`src/rtl/alu_shift_seq.sv`:
```
// alu_shift_seq: sequences a single-operand rotate/shift through an external
// 8-bit ALU. A request is captured in IDLE. The operand is shifted into the
// ALU latches in LOAD, and the shifter carry-out is captured at the same time.
// The ALU result and zero flag are captured in EXEC. The response is then held
// in DONE until the consumer takes it. A reserved opcode skips the ALU
// entirely and returns an error response that echoes the operand.
//
// Ports
//   clk, reset_n              clock, asynchronous active-low reset
//   req_valid/req_ready       request handshake (ready only in IDLE)
//   req_op[2:0]               0=RLC 1=RRC 2=RL 3=RR 4=SLA 5=SRA 6=SRL 7=reserved
//   req_data[7:0], req_cy     operand and carry-in
//   alu_op, alu_si, alu_sh    operand bus, shift-in bit, shift dir (1=L, 2=R)
//   alu_oe, alu_la, alu_lb    output select (1=shifter, 2=result), latch loads
//   alu_mode, alu_l, alu_h    {r,s,v,ne,ci} mode, low/high nibble phase
//   alu_shift_dbl             shifter carry-out
//   alu_result, alu_zero      ALU result and zero flag
//   rsp_valid/rsp_ready       response handshake (valid only in DONE)
//   rsp_data, rsp_z, rsp_cy, rsp_err   response payload
module alu_shift_seq (
  input  logic       clk,
  input  logic       reset_n,
  input  logic       req_valid,
  output logic       req_ready,
  input  logic [2:0] req_op,
  input  logic [7:0] req_data,
  input  logic       req_cy,
  output logic [7:0] alu_op,
  output logic       alu_si,
  output logic [1:0] alu_sh,
  output logic [1:0] alu_oe,
  output logic       alu_la,
  output logic       alu_lb,
  output logic [4:0] alu_mode,
  output logic       alu_l,
  output logic       alu_h,
  input  logic       alu_shift_dbl,
  input  logic [7:0] alu_result,
  input  logic       alu_zero,
  output logic       rsp_valid,
  input  logic       rsp_ready,
  output logic [7:0] rsp_data,
  output logic       rsp_z,
  output logic       rsp_cy,
  output logic       rsp_err
);

  typedef enum logic [1:0] {
    S_IDLE,
    S_LOAD,
    S_EXEC,
    S_DONE
  } state_t;

  typedef enum logic [2:0] {
    OP_RLC = 3'd0,
    OP_RRC = 3'd1,
    OP_RL  = 3'd2,
    OP_RR  = 3'd3,
    OP_SLA = 3'd4,
    OP_SRA = 3'd5,
    OP_SRL = 3'd6,
    OP_RSV = 3'd7
  } op_t;

  localparam logic [4:0] MODE_SHIFT = 5'b11100;
  localparam logic [1:0] SH_NONE    = 2'd0;
  localparam logic [1:0] SH_LEFT    = 2'd1;
  localparam logic [1:0] SH_RIGHT   = 2'd2;
  localparam logic [1:0] OE_SHIFTER = 2'd1;
  localparam logic [1:0] OE_RESULT  = 2'd2;

  state_t     state_q, state_d;
  op_t        op_q, op_d;
  logic [7:0] opnd_q, opnd_d;
  logic       cyin_q, cyin_d;
  logic [7:0] data_q, data_d;
  logic       z_q, z_d;
  logic       cy_q, cy_d;
  logic       err_q, err_d;

  // Shift direction and shift-in bit depend only on the captured request.
  logic [1:0] sh_dir;
  logic       sh_in;

  always_comb begin
    sh_dir = SH_NONE;
    sh_in  = 1'b0;
    case (op_q)
      OP_RLC: begin sh_dir = SH_LEFT;  sh_in = opnd_q[7]; end
      OP_RRC: begin sh_dir = SH_RIGHT; sh_in = opnd_q[0]; end
      OP_RL:  begin sh_dir = SH_LEFT;  sh_in = cyin_q;    end
      OP_RR:  begin sh_dir = SH_RIGHT; sh_in = cyin_q;    end
      OP_SLA: begin sh_dir = SH_LEFT;  sh_in = 1'b0;      end
      OP_SRA: begin sh_dir = SH_RIGHT; sh_in = opnd_q[7]; end
      OP_SRL: begin sh_dir = SH_RIGHT; sh_in = 1'b0;      end
      default: begin sh_dir = SH_NONE; sh_in = 1'b0;      end
    endcase
  end

  always_comb begin
    state_d  = state_q;
    op_d     = op_q;
    opnd_d   = opnd_q;
    cyin_d   = cyin_q;
    data_d   = data_q;
    z_d      = z_q;
    cy_d     = cy_q;
    err_d    = err_q;

    alu_op   = '0;
    alu_si   = 1'b0;
    alu_sh   = SH_NONE;
    alu_oe   = '0;
    alu_la   = 1'b0;
    alu_lb   = 1'b0;
    alu_mode = '0;
    alu_l    = 1'b0;
    alu_h    = 1'b0;

    case (state_q)
      S_IDLE: begin
        if (req_valid) begin
          op_d   = op_t'(req_op);
          opnd_d = req_data;
          cyin_d = req_cy;
          if (op_t'(req_op) == OP_RSV) begin
            // Reserved opcode: the response is complete at acceptance.
            data_d  = req_data;
            cy_d    = req_cy;
            z_d     = 1'b0;
            err_d   = 1'b1;
            state_d = S_DONE;
          end else begin
            err_d   = 1'b0;
            state_d = S_LOAD;
          end
        end
      end
      S_LOAD: begin
        alu_op   = opnd_q;
        alu_si   = sh_in;
        alu_sh   = sh_dir;
        alu_oe   = OE_SHIFTER;
        alu_la   = 1'b1;
        alu_lb   = 1'b1;
        alu_mode = MODE_SHIFT;
        alu_l    = 1'b1;
        cy_d     = alu_shift_dbl;
        state_d  = S_EXEC;
      end
      S_EXEC: begin
        alu_oe   = OE_RESULT;
        alu_mode = MODE_SHIFT;
        alu_h    = 1'b1;
        data_d   = alu_result;
        z_d      = alu_zero;
        state_d  = S_DONE;
      end
      S_DONE: begin
        if (rsp_ready) begin
          state_d = S_IDLE;
        end
      end
      default: state_d = S_IDLE;
    endcase
  end

  always_ff @(posedge clk or negedge reset_n) begin
    if (!reset_n) begin
      state_q <= S_IDLE;
      op_q    <= OP_RLC;
      opnd_q  <= '0;
      cyin_q  <= 1'b0;
      data_q  <= '0;
      z_q     <= 1'b0;
      cy_q    <= 1'b0;
      err_q   <= 1'b0;
    end else begin
      state_q <= state_d;
      op_q    <= op_d;
      opnd_q  <= opnd_d;
      cyin_q  <= cyin_d;
      data_q  <= data_d;
      z_q     <= z_d;
      cy_q    <= cy_d;
      err_q   <= err_d;
    end
  end

  assign req_ready = (state_q == S_IDLE);
  assign rsp_valid = (state_q == S_DONE);
  assign rsp_data  = data_q;
  assign rsp_z     = z_q;
  assign rsp_cy    = cy_q;
  assign rsp_err   = err_q;

endmodule

```
`config.mk`:
```
export PLATFORM = sky130hd
export DESIGN_NAME = alu_shift_seq
export DESIGN_NICKNAME = d
export VERILOG_FILES = /design/src/rtl/alu_shift_seq.sv
export SDC_FILE = /design/constraint.sdc
export NUM_CORES = 1
export LEC_CHECK = 0
export CAP_MARGIN = 25
export CORE_UTILIZATION = 46
export DETAILED_ROUTE_END_ITERATION = 7
export GPL_ROUTABILITY_DRIVEN = 0
export MAX_ROUTING_LAYER = met4
export PLACE_DENSITY = 0.92
export SLEW_MARGIN = 20
export SYNTH_ARGS = -nofsm -noshare
export SYNTH_HDL_FRONTEND = slang
export SYNTH_SLANG_ARGS = --single-unit
```
`constraint.sdc`:
```
create_clock -name clk -period 4.3 [get_ports clk]
set_input_delay 0.86 -clock clk [delete_from_list [all_inputs] [get_ports clk]]
set_output_delay 0.86 -clock clk [all_outputs]
set_load 0.05 [all_outputs]
```
### Yosys cells after proc, flatten, opt, wreduce, memory -nomap -nowiden

Cells that the tools add are included.

| storage, ports and cells | value |
|---|---|
| memories | 0 |
| bits in read-only memories | 0 |
| logic and storage cells | 57 |
| flip-flop bits (word level) | 25 |
| RAM bits | 0 |
| output and inout bits | 35 |
| latch bits | 0 |
| input bits | 26 |

| operators by class | value |
|---|---|
| div/mod/pow operators | 0 |
| shift operators | 0 |
| add/sub/neg operators | 0 |
| eq/ne operators | 13 |
| multiply operators | 0 |
| bitwise operators | 0 |
| order comparisons | 0 |
| muxes and demuxes | 23 |
| reduce and logical (&&, ||, !) cells | 13 |

Operators by type and width:

| cell | count |
|---|---|
| $mux 8 | 3 |
| $pmux 8 s2 | 1 |
| $eq 3x3->1 const B | 4 |
| $mux 1 | 8 |
| $mux 2 | 4 |
| $pmux 2 s2 | 2 |
| $pmux 2 s4 | 1 |
| $eq 3x2->1 const B | 2 |
| $reduce_and 3->1 | 2 |
| $reduce_or 2->1 | 3 |
| $mux 5 | 1 |
| $eq 2x2->1 const B | 2 |
| $ne 2x1->1 const B | 2 |
| $pmux 1 s2 | 2 |
| $reduce_and 2->1 | 2 |
| $reduce_bool 2->1 | 2 |
| $reduce_or 4->1 | 1 |
| $eq 3x1->1 const B | 1 |
| $logic_not 3->1 | 1 |
| $pmux 1 s3 | 1 |
| $reduce_or 3->1 | 1 |
| $eq 2x1->1 const B | 1 |
| $logic_not 2->1 | 1 |
| $ne 2x2->1 const B | 1 |

### Longest topological paths before layout

Gate-level depths: netlist (run 1).

| depth | value |
|---|---|
| depth in word-level cells | 4 |
| depth in mapped cells | 7 |
| depth with buffers taken out | 5 |

### Worst setup path before layout (run 1)

No wires, ideal clock.

| timing | value |
|---|---|
| path type | flip-flop to output port |
| from | register state_q[1] |
| to | output port alu_sh[0] |
| slack | 0.973 ns |
| buffers on the path | 0 |
| data arrival time | 2.467 ns |
| data required time | 3.440 ns |
| cell stages (with the launch flop) | 5 |
| cells stage by stage | dfrtp_1 > inv_1 > ha_1 > inv_1 > nor3b_1 |

| on the way | value |
|---|---|
| longest elaborated chain between the ends | 2 |

RTL lines:

| item | RTL line | text |
|---|---|---|
| from (decl) | 73 | `state_t state_q, state_d;` |
| from (signal assigned) | 180 | `state_q <= state_d;` |
| $eq 2x1->1 | 121 | `case (state_q)` |
| $mux 2 | 121 |  |
| to (decl) | 30 | `output logic [1:0] alu_sh,` |

No other way between the ends.

### Final worst setup path (run 1)

| timing | value |
|---|---|
| from | register state_q[1] |
| to | output port req_ready |

| on the way | value |
|---|---|
| longest elaborated chain between the ends | 1 |

RTL lines:

| item | RTL line | text |
|---|---|---|
| $logic_not 2->1 | 191 | `assign req_ready = (state_q == S_IDLE);` |
| to (decl) | 24 | `output logic req_ready,` |

No other way between the ends.

==> flow_metrics.py, run 1 <==
metrics = {
    "run_status": {
        "status": "completed",
    },
    "clocking": {
        "post_cts_resized": 0,
        "cts-hold-fix-buffers": 0,
        "cts_max_level": 1,
        "cts.sinks": 25,
        "cts_buffers": 3,
        "post_cts_buffers": 0,
        "insertion_delay_ns": 0.31,
        "cts_buffer_depth": 2,
        "clkTransAtPathRegs_ns": 0.13,
        "cts_tree": "yes",
        "clockRootBuffer": "clkbuf_4",
    },
    "final_layout": {
        "final_nets": 222,
        "layout-drive-gt1-share": 0.105,
        "n_antenna_cell": 0,
        "fin_area_um2": 2030,
        "area_growth_syn_to_layout_pct": 39.4,
        "postLayoutCoreUtil": 0.669,
    },
    "timing": {
        "relSlewSlack": 0.449,
        "hold_viol": 0,
        "fin_crit_sh": 0.787,
        "maxSlewViolCount": 0,
        "worstMarginPinSlew_ns": 0.827,
        "rsz0062_at_grt": "false",
        "setup_tns_ns": 0,
        "finClkSkew_ns": 0.00252,
        "clock.fmax_mhz": 295,
        "fin_crit_ns": 3.39,
        "setup_ws_ns": 0.914,
        "setup_viol": 0,
    },
    "floorplan": {
        "die_h_um": 58.2,
        "die_w_um": 58.2,
        "die_area_um2": 3390,
        "io_pins": 61,
        "fp.coreArea_um2": 3030,
        "start_util": 0.480,
        "rows": 20,
    },
    "grt": {
        "grt_pass1_vias": 1212,
        "overflow": 0,
        "grt_start_max_net_pins": 26,
        "grt_pass1_wl_mm": 5.55,
        "track_usage": 0.222,
        "antenna_found_initial": 0,
    },
    "synth": {
        "ys_ff_latch": 25,
        "yosysTopAreaCell": "dfrtp_1",
        "synth_ff_type": "dfrtp_1",
        "syn_area_um2": 1450,
        "yosysWarnings": 0,
        "synth.area.top_cells": "dfrtp_1 (43%), mux2_2 (7.8%), nand3_1 (7.2%), buf_4 (4.7%), a22oi_1 (3.6%)",
        "seq_area_frac_synth": 0.431,
        "synth.avg_cell_area_um2": 10.0,
        "async_flop_share": 1.00,
        "synth_edf_count": 0,
        "ys_types": 36,
        "post-synth-top-area-fraction": 0.431,
        "synth_commonest_cells": "dfrtp_1 (25), nand3_1 (21), mux2_2 (10)",
        "yosysMostFrequentCell": "dfrtp_1",
        "synth_cells": 145,
    },
    "setup_path": {
        "path_max_fanout": 25,
        "cp-end-kind": "output pin",
        "ff2ff_path_depth": 4,
        "slowest_stage": "clkdlybuf4s50_1",
        "r2r_end": "opnd_q[6]",
        "max_stage_delay_ns": 0.94,
        "start_kind": "flop",
        "cp.arrival_ns": 2.53,
        "crit_path_cell_trace": "inv_1 > ha_1 > clkdlybuf4s50_1",
        "path_class": "flop to output pin",
        "rrSetupSlack_ns": 2.17,
        "r2r-start": "state_q[1]",
        "cp.required_ns": 3.44,
    },
    "routing": {
        "drtIter0Drc": 48,
        "vias_per_cell": 5.40,
        "drtPass1Iterations": 4,
        "via_count": 1270,
        "totalWireLength_mm": 3.42,
        "drtAntennaViolNets": 0,
        "wl_per_cell_um": 14.6,
        "drc": 0,
    },
    "min_path": {
        "min_path_type": "flop to flop",
        "hold_depth": 2,
        "holdPathEnd": "cyin_q",
        "holdCritStartpoint": "cyin_q",
    },
    "job": {
        "max_cap_viol_count": 0,
    },
    "placed_design": {
        "dpl.hpwl_mm": 2.66,
        "placed_cell_area_um2": 2000,
        "io_buffers": 58,
        "place_ws_ns": 1.31,
    },
}
cell usage in the layout, fill, tap and decap left out, types with 2 or more instances in the layout:
master / instances
a22oi_1: 7
nand4_1: 7
conb_1: 2
inv_1: 7
mux2i_1: 2
nand3_1: 21
o21ai_0: 2
ha_1: 4
a31oi_1: 3
nand2_1: 4
and2_1: 8
o221a_2: 2
nor2_1: 4
clkbuf_4: 3
nor2b_1: 4
mux2_2: 10
dfrtp_1: 25
clkdlybuf4s50_1: 58
sequential cells by signal, indices dropped and copies added (netlist names):
register,flops
cyin_q,1
op_q,3
opnd_q,8
rsp_cy,1
rsp_data,8
rsp_err,1
rsp_z,1
state_q,2
final cells by class:
| class | count | area (µm²) |
|---|---|---|
| Clock buffer | 3 | 22.5 |
| Clock inverter | 1 | 5.00 |
| Sequential cell | 25 | 626 |
| Tap cell | 44 | 55.1 |
| Multi-Input combinational cell | 96 | 683 |
| Timing Repair Buffer | 59 | 608 |
| Inverter | 7 | 26.3 |
| Fill cell | 235 | 1000 |
critical path: cells and delay by family, from the launching register on:
family,cells,cell delay (ns)
buf+inv,2,1.06
fa+ha+maj,1,0.71
flops,1,0.44
layer usage:
metal  GRT usage  wire [µm]  up-vias
li1            -          -      604
met1       0.278       1480      613
met2       0.381       1760       49
met3      0.0357        149        4
met4      0.0442         28        0
met5           -          0        -
worst max-delay path by stage:
stage | startpoint | to | slack, ns | cells after the start
2_1_floorplan | state_q[1] | alu_sh[0] | 0.97 | 4
3_3_place_gp | state_q[0] | req_ready | 1.39 | 3
3_5_place_dp | state_q[1] | alu_sh[0] | 1.31 | 5
4_1_cts | state_q[1] | alu_sh[0] | 0.94 | 5
5_1_grt | state_q[1] | alu_sh[0] | 0.77 | 5
6_report | state_q[1] | req_ready | 0.91 | 3
logic make-up (layout without fill, tap and decap cells):
group	Yosys count	after routing	share of synthesized area
simple gates	55	55	0.214
flops	25	25	0.431
buf+inv	25	70	0.102
compound gates	22	22	0.119
mux	12	12	0.0913
fa+ha+maj	4	4	0.0345
other cells	1	2	0.00258
xor+xnor	1	1	0.00603
per-stage QoR:
step / hold WS (ns) / std cells
floorplan: 0.450 / 146
global placement: 0.465 / 230
detailed placement: 0.490 / 231
CTS: 0.521 / 235
global route: 0.529 / 235
finish: 0.511 / 235
Power of run 1 is left out: the tool's default activity adds up to more than one toggle a clock period on the data nets, which glitch-free logic cannot reach.
==> run 2: changes to the inputs <==
CORE_UTILIZATION = 38   (was 46)
PLACE_DENSITY = 0.82   (was 0.92)
clock period = 3.1 ns   (was 4.3 ns; I/O delays follow)
==> run 2 against run 1 <==
  * Final area up 1.3%
  * Largest cell class unchanged
  * Setup slack worse by 0.68 ns
  * Die area grew 20%
  * Utilization down 11 points
  * Highest routed layer unchanged
  * Via count increased by 2.3%
  * Sequential share of layout area down 0.40 points
  * Critical path type unchanged
  * Non-clock buffer count grew 3
  * Clock-buffer cell count stayed put
  * Cell count rose by 3.0%
==> flow_metrics.py, run 2 (synthesized netlist as in run 1, its figures left out) <==
metrics = {
    "setup_path": {
        "rrSetupSlack_ns": 1.30,
        "r2r_end": "rsp_data[6]",
        "crit_path_cell_trace": "inv_1 > ha_1 > inv_1 > nor3b_1 > clkdlybuf4s50_1",
        "start_kind": "flop",
        "cp.required_ns": 2.48,
        "max_stage_delay_ns": 0.83,
        "cp-end-kind": "output pin",
        "critical_path_buf_inv_count": 3,
        "slowest_stage": "clkdlybuf4s50_1",
        "cp.arrival_ns": 2.25,
        "r2r-start": "state_q[0]",
        "path_max_fanout": 8,
        "cp_common_cell": "inv_1",
        "ff2ff_path_depth": 6,
        "path_class": "flop to output pin",
        "crit_family": "buffers and inverters",
    },
    "routing": {
        "drtAntennaViolNets": 0,
        "vias_per_cell": 5.37,
        "drtPass1Iterations": 4,
        "totalWireLength_mm": 3.64,
        "drtIter0Drc": 66,
        "drc": 0,
        "wl_per_cell_um": 15.0,
        "via_count": 1299,
    },
    "min_path": {
        "min_path_type": "flop to flop",
        "holdPathEnd": "rsp_z",
        "hold_depth": 1,
        "holdCritStartpoint": "rsp_z",
    },
    "clocking": {
        "clkTransAtPathRegs_ns": 0.09,
        "cts.sinks": 25,
        "clockRootBuffer": "clkbuf_8",
        "cts_max_level": 1,
        "cts_buffer_depth": 2,
        "cts-hold-fix-buffers": 0,
        "post_cts_buffers": 0,
        "insertion_delay_ns": 0.28,
        "cts_tree": "yes",
        "post_cts_resized": 0,
        "cts_buffers": 3,
    },
    "grt": {
        "overflow": 0,
        "grt_pass1_wl_mm": 6.01,
        "grt_start_max_net_pins": 26,
        "grt_pass1_vias": 1279,
        "antenna_found_initial": 0,
        "track_usage": 0.195,
    },
    "timing": {
        "fin_crit_sh": 0.925,
        "worstMarginPinSlew_ns": 0.586,
        "setup_viol": 0,
        "setup_tns_ns": 0,
        "maxSlewViolCount": 0,
        "clock.fmax_mhz": 349,
        "rsz0062_at_grt": "false",
        "finClkSkew_ns": 0.00704,
        "hold_viol": 0,
        "fin_crit_ns": 2.87,
        "relSlewSlack": 0.610,
    },
    "job": {
        "max_cap_viol_count": 0,
    },
    "final_layout": {
        "area_growth_syn_to_layout_pct": 41.3,
        "layout-drive-gt1-share": 0.119,
        "fillers": 334,
        "final_common_cell": "clkdlybuf4s50_1",
        "seqCellArea_um2": 626,
        "most-common-layout-cells": "clkdlybuf4s50_1 (58), dfrtp_1 (25), nand3_1 (21)",
        "n_antenna_cell": 0,
        "multi_input_area_um2": 683,
        "postLayoutCoreUtil": 0.560,
        "final_nets": 225,
    },
    "floorplan": {
        "rows": 22,
        "io_pins": 61,
        "die_area_um2": 4070,
        "die_w_um": 63.8,
        "start_util": 0.397,
        "die_h_um": 63.8,
        "fp.coreArea_um2": 3660,
    },
    "run_status": {
        "status": "completed",
    },
    "placed_design": {
        "io_buffers": 58,
        "dpl.hpwl_mm": 2.63,
    },
}
==> run 2: per-stage QoR <==
| stage | setup slack (ns) | cells | instance area (µm²) | hold slack (ns) |
|---|---|---|---|---|
| floorplan | 0.0132 | 146 | 1460 | 0.324 |
| global placement | 0.579 | 238 | 2010 | 0.484 |
| detailed placement | 0.547 | 238 | 2010 | 0.489 |
| CTS | 0.224 | 242 | 2050 | 0.510 |
| global route | 0.0857 | 242 | 2050 | 0.529 |
| finish | 0.233 | 242 | 2050 | 0.505 |
==> run 2: how the worst max path moves through the flow <==
stage               depth (start not counted)        from        end  slack (ns)
floorplan                                   4  state_q[1]  alu_sh[0]        0.01
finish                                      5  state_q[1]  alu_sh[0]        0.23
global placement                            5  state_q[1]  alu_sh[0]        0.58
global route                                5  state_q[1]  alu_sh[0]        0.09
detailed placement                          5  state_q[1]  alu_sh[0]        0.55
CTS                                         5  state_q[1]  alu_sh[0]        0.22
==> run 2: layout make-up <==
type | instances | share of cell area
multi-input cells | 96 | 0.333
flip-flops and latches | 25 | 0.305
repair buffers | 62 | 0.298
well taps | 48 | 0.0293
clock buffers | 3 | 0.0201
inverters | 7 | 0.0128
clock inverters | 1 | 0.00244
==> run 2: per-layer routing <==
layer	track usage	share of wire	vias up	wire [µm]
met5	-	0	-	0
li1	-	-	614	-
met2	0.318	0.47	55	1720
met3	0.0518	0.069	2	250
met1	0.245	0.45	628	1650
met4	0.0341	0.0058	0	21
Power of run 2 is left out for the same reason.
==> run 3: changes to the inputs <==
SETUP_SLACK_MARGIN = 0.1   (was not set)
==> run 3 against run 2 <==
  * Critical path depth is the same
  * Cell count unchanged
  * Worst hold slack lost 0.0078 ns
  * Die area did not move
  * Via count grew 1.6%
  * Global-route usage fell by 0.81 points
  * Non-clock buffer count did not move
==> flow_metrics.py, run 3 (synthesized netlist as in run 1, its figures left out) <==
metrics = {
    "run_status": {
        "status": "completed",
    },
    "timing": {
        "fin_hold_ws_ns": 0.497,
        "fin_crit_ns": 2.78,
        "worstMarginPinSlew_ns": 0.599,
        "setup_viol": 0,
        "setup_tns_ns": 0,
        "clock.fmax_mhz": 359,
        "fin_crit_sh": 0.898,
        "finClkSkew_ns": 0.00346,
        "rsz0062_at_grt": "false",
        "hold_viol": 0,
        "relSlewSlack": 0.601,
        "maxSlewViolCount": 0,
    },
    "placed_design": {
        "dpl.hpwl_mm": 2.57,
        "placed_cell_area_um2": 2010,
        "io_buffers": 58,
    },
    "floorplan": {
        "fp.coreArea_um2": 3660,
        "die_w_um": 63.8,
        "die_h_um": 63.8,
        "rows": 22,
        "io_pins": 61,
        "start_util": 0.397,
        "die_area_um2": 4070,
    },
    "grt": {
        "track_usage": 0.187,
        "grt_pass1_vias": 1234,
        "grt_pass1_wl_mm": 5.87,
        "antenna_found_initial": 0,
        "grt_start_max_net_pins": 26,
        "overflow": 0,
    },
    "setup_path": {
        "cp-end-kind": "output pin",
        "r2r_end": "rsp_data[2]",
        "start_kind": "flop",
        "critPathCapture": "alu_sh[0]",
        "path_class": "flop to output pin",
        "rrSetupSlack_ns": 1.31,
        "cp.required_ns": 2.48,
        "r2r-start": "state_q[0]",
        "crit_path_start": "state_q[1]",
        "ff2ff_path_depth": 6,
        "path_max_fanout": 5,
        "cp.arrival_ns": 2.16,
    },
    "routing": {
        "drtIter0Drc": 40,
        "drtAntennaViolNets": 0,
        "wl_per_cell_um": 14.8,
        "drtPass1Iterations": 4,
        "vias_per_cell": 5.45,
        "totalWireLength_mm": 3.58,
        "via_count": 1320,
        "drc": 0,
    },
    "clocking": {
        "clockRootBuffer": "clkbuf_8",
        "post_cts_buffers": 0,
        "post_cts_resized": 0,
        "cts.sinks": 25,
        "insertion_delay_ns": 0.26,
        "cts-hold-fix-buffers": 0,
        "cts_buffers": 3,
        "clkTransAtPathRegs_ns": 0.09,
        "cts_buffer_depth": 2,
        "cts_max_level": 1,
        "cts_tree": "yes",
    },
    "min_path": {
        "min_path_type": "flop to flop",
    },
    "final_layout": {
        "fin_area_um2": 2060,
        "n_antenna_cell": 0,
        "fillers": 331,
        "most-common-layout-cells": "clkdlybuf4s50_1 (58), dfrtp_1 (25), nand3_1 (21)",
        "final_nets": 225,
        "final_common_cell": "clkdlybuf4s50_1",
        "area_growth_syn_to_layout_pct": 41.6,
        "layout-drive-gt1-share": 0.124,
    },
    "job": {
        "max_cap_viol_count": 0,
    },
}
[run 3: cell types whose count changed in the layout (fill, tap and decap cells not counted)]
cell	previous run	this run
nor3b_1	1	0
nor3b_2	0	1
[run 3: routing by layer]
| metal | track usage | vias to the layer above | wire [µm] |
|---|---|---|---|
| met2 | 0.309 | 77 | 1680 |
| met3 | 0.0321 | 4 | 286 |
| met1 | 0.236 | 625 | 1590 |
| li1 | - | 614 | - |
| met4 | 0.0483 | 0 | 21 |
| met5 | - | - | 0 |
[run 3: layout make-up]
cell class / count / area (µm²) / area share
Multi-Input combinational cell: 96 / 688 / 0.335
Sequential cell: 25 / 626 / 0.304
Timing Repair Buffer: 62 / 611 / 0.297
Tap cell: 48 / 60.1 / 0.0292
Clock buffer: 3 / 41.3 / 0.0201
Inverter: 7 / 26.3 / 0.0128
Clock inverter: 1 / 5.00 / 0.00243
[run 3: critical path: stages, from the launching register on]
cell and delay (ns):
dfrtp_1 0.41, inv_1 0.10, ha_1 0.24, inv_1 0.13, nor3b_2 0.20, clkdlybuf4s50_1 0.82
[run 3: how the worst min path moves through the flow]
stage               startpoint        end  slack (ns)  cells past startpoint
detailed placement      cyin_q     cyin_q        0.48                      2
global route         opnd_q[4]  opnd_q[4]        0.52                      1
finish                  cyin_q     cyin_q        0.50                      2
global placement        cyin_q     cyin_q        0.48                      2
floorplan              reset_n     cyin_q        0.32                      0
CTS                     cyin_q     cyin_q        0.51                      2
[run 3: stage by stage]
stage	util	instances	setup WS, ns
after global routing	0.562	242	0.200
after detailed placement	0.549	238	0.618
after floorplan	-	146	0.349
final	0.562	242	0.317
after global placement	0.549	238	0.657
after CTS	0.562	242	0.309
Power of run 3 is left out for the same reason.
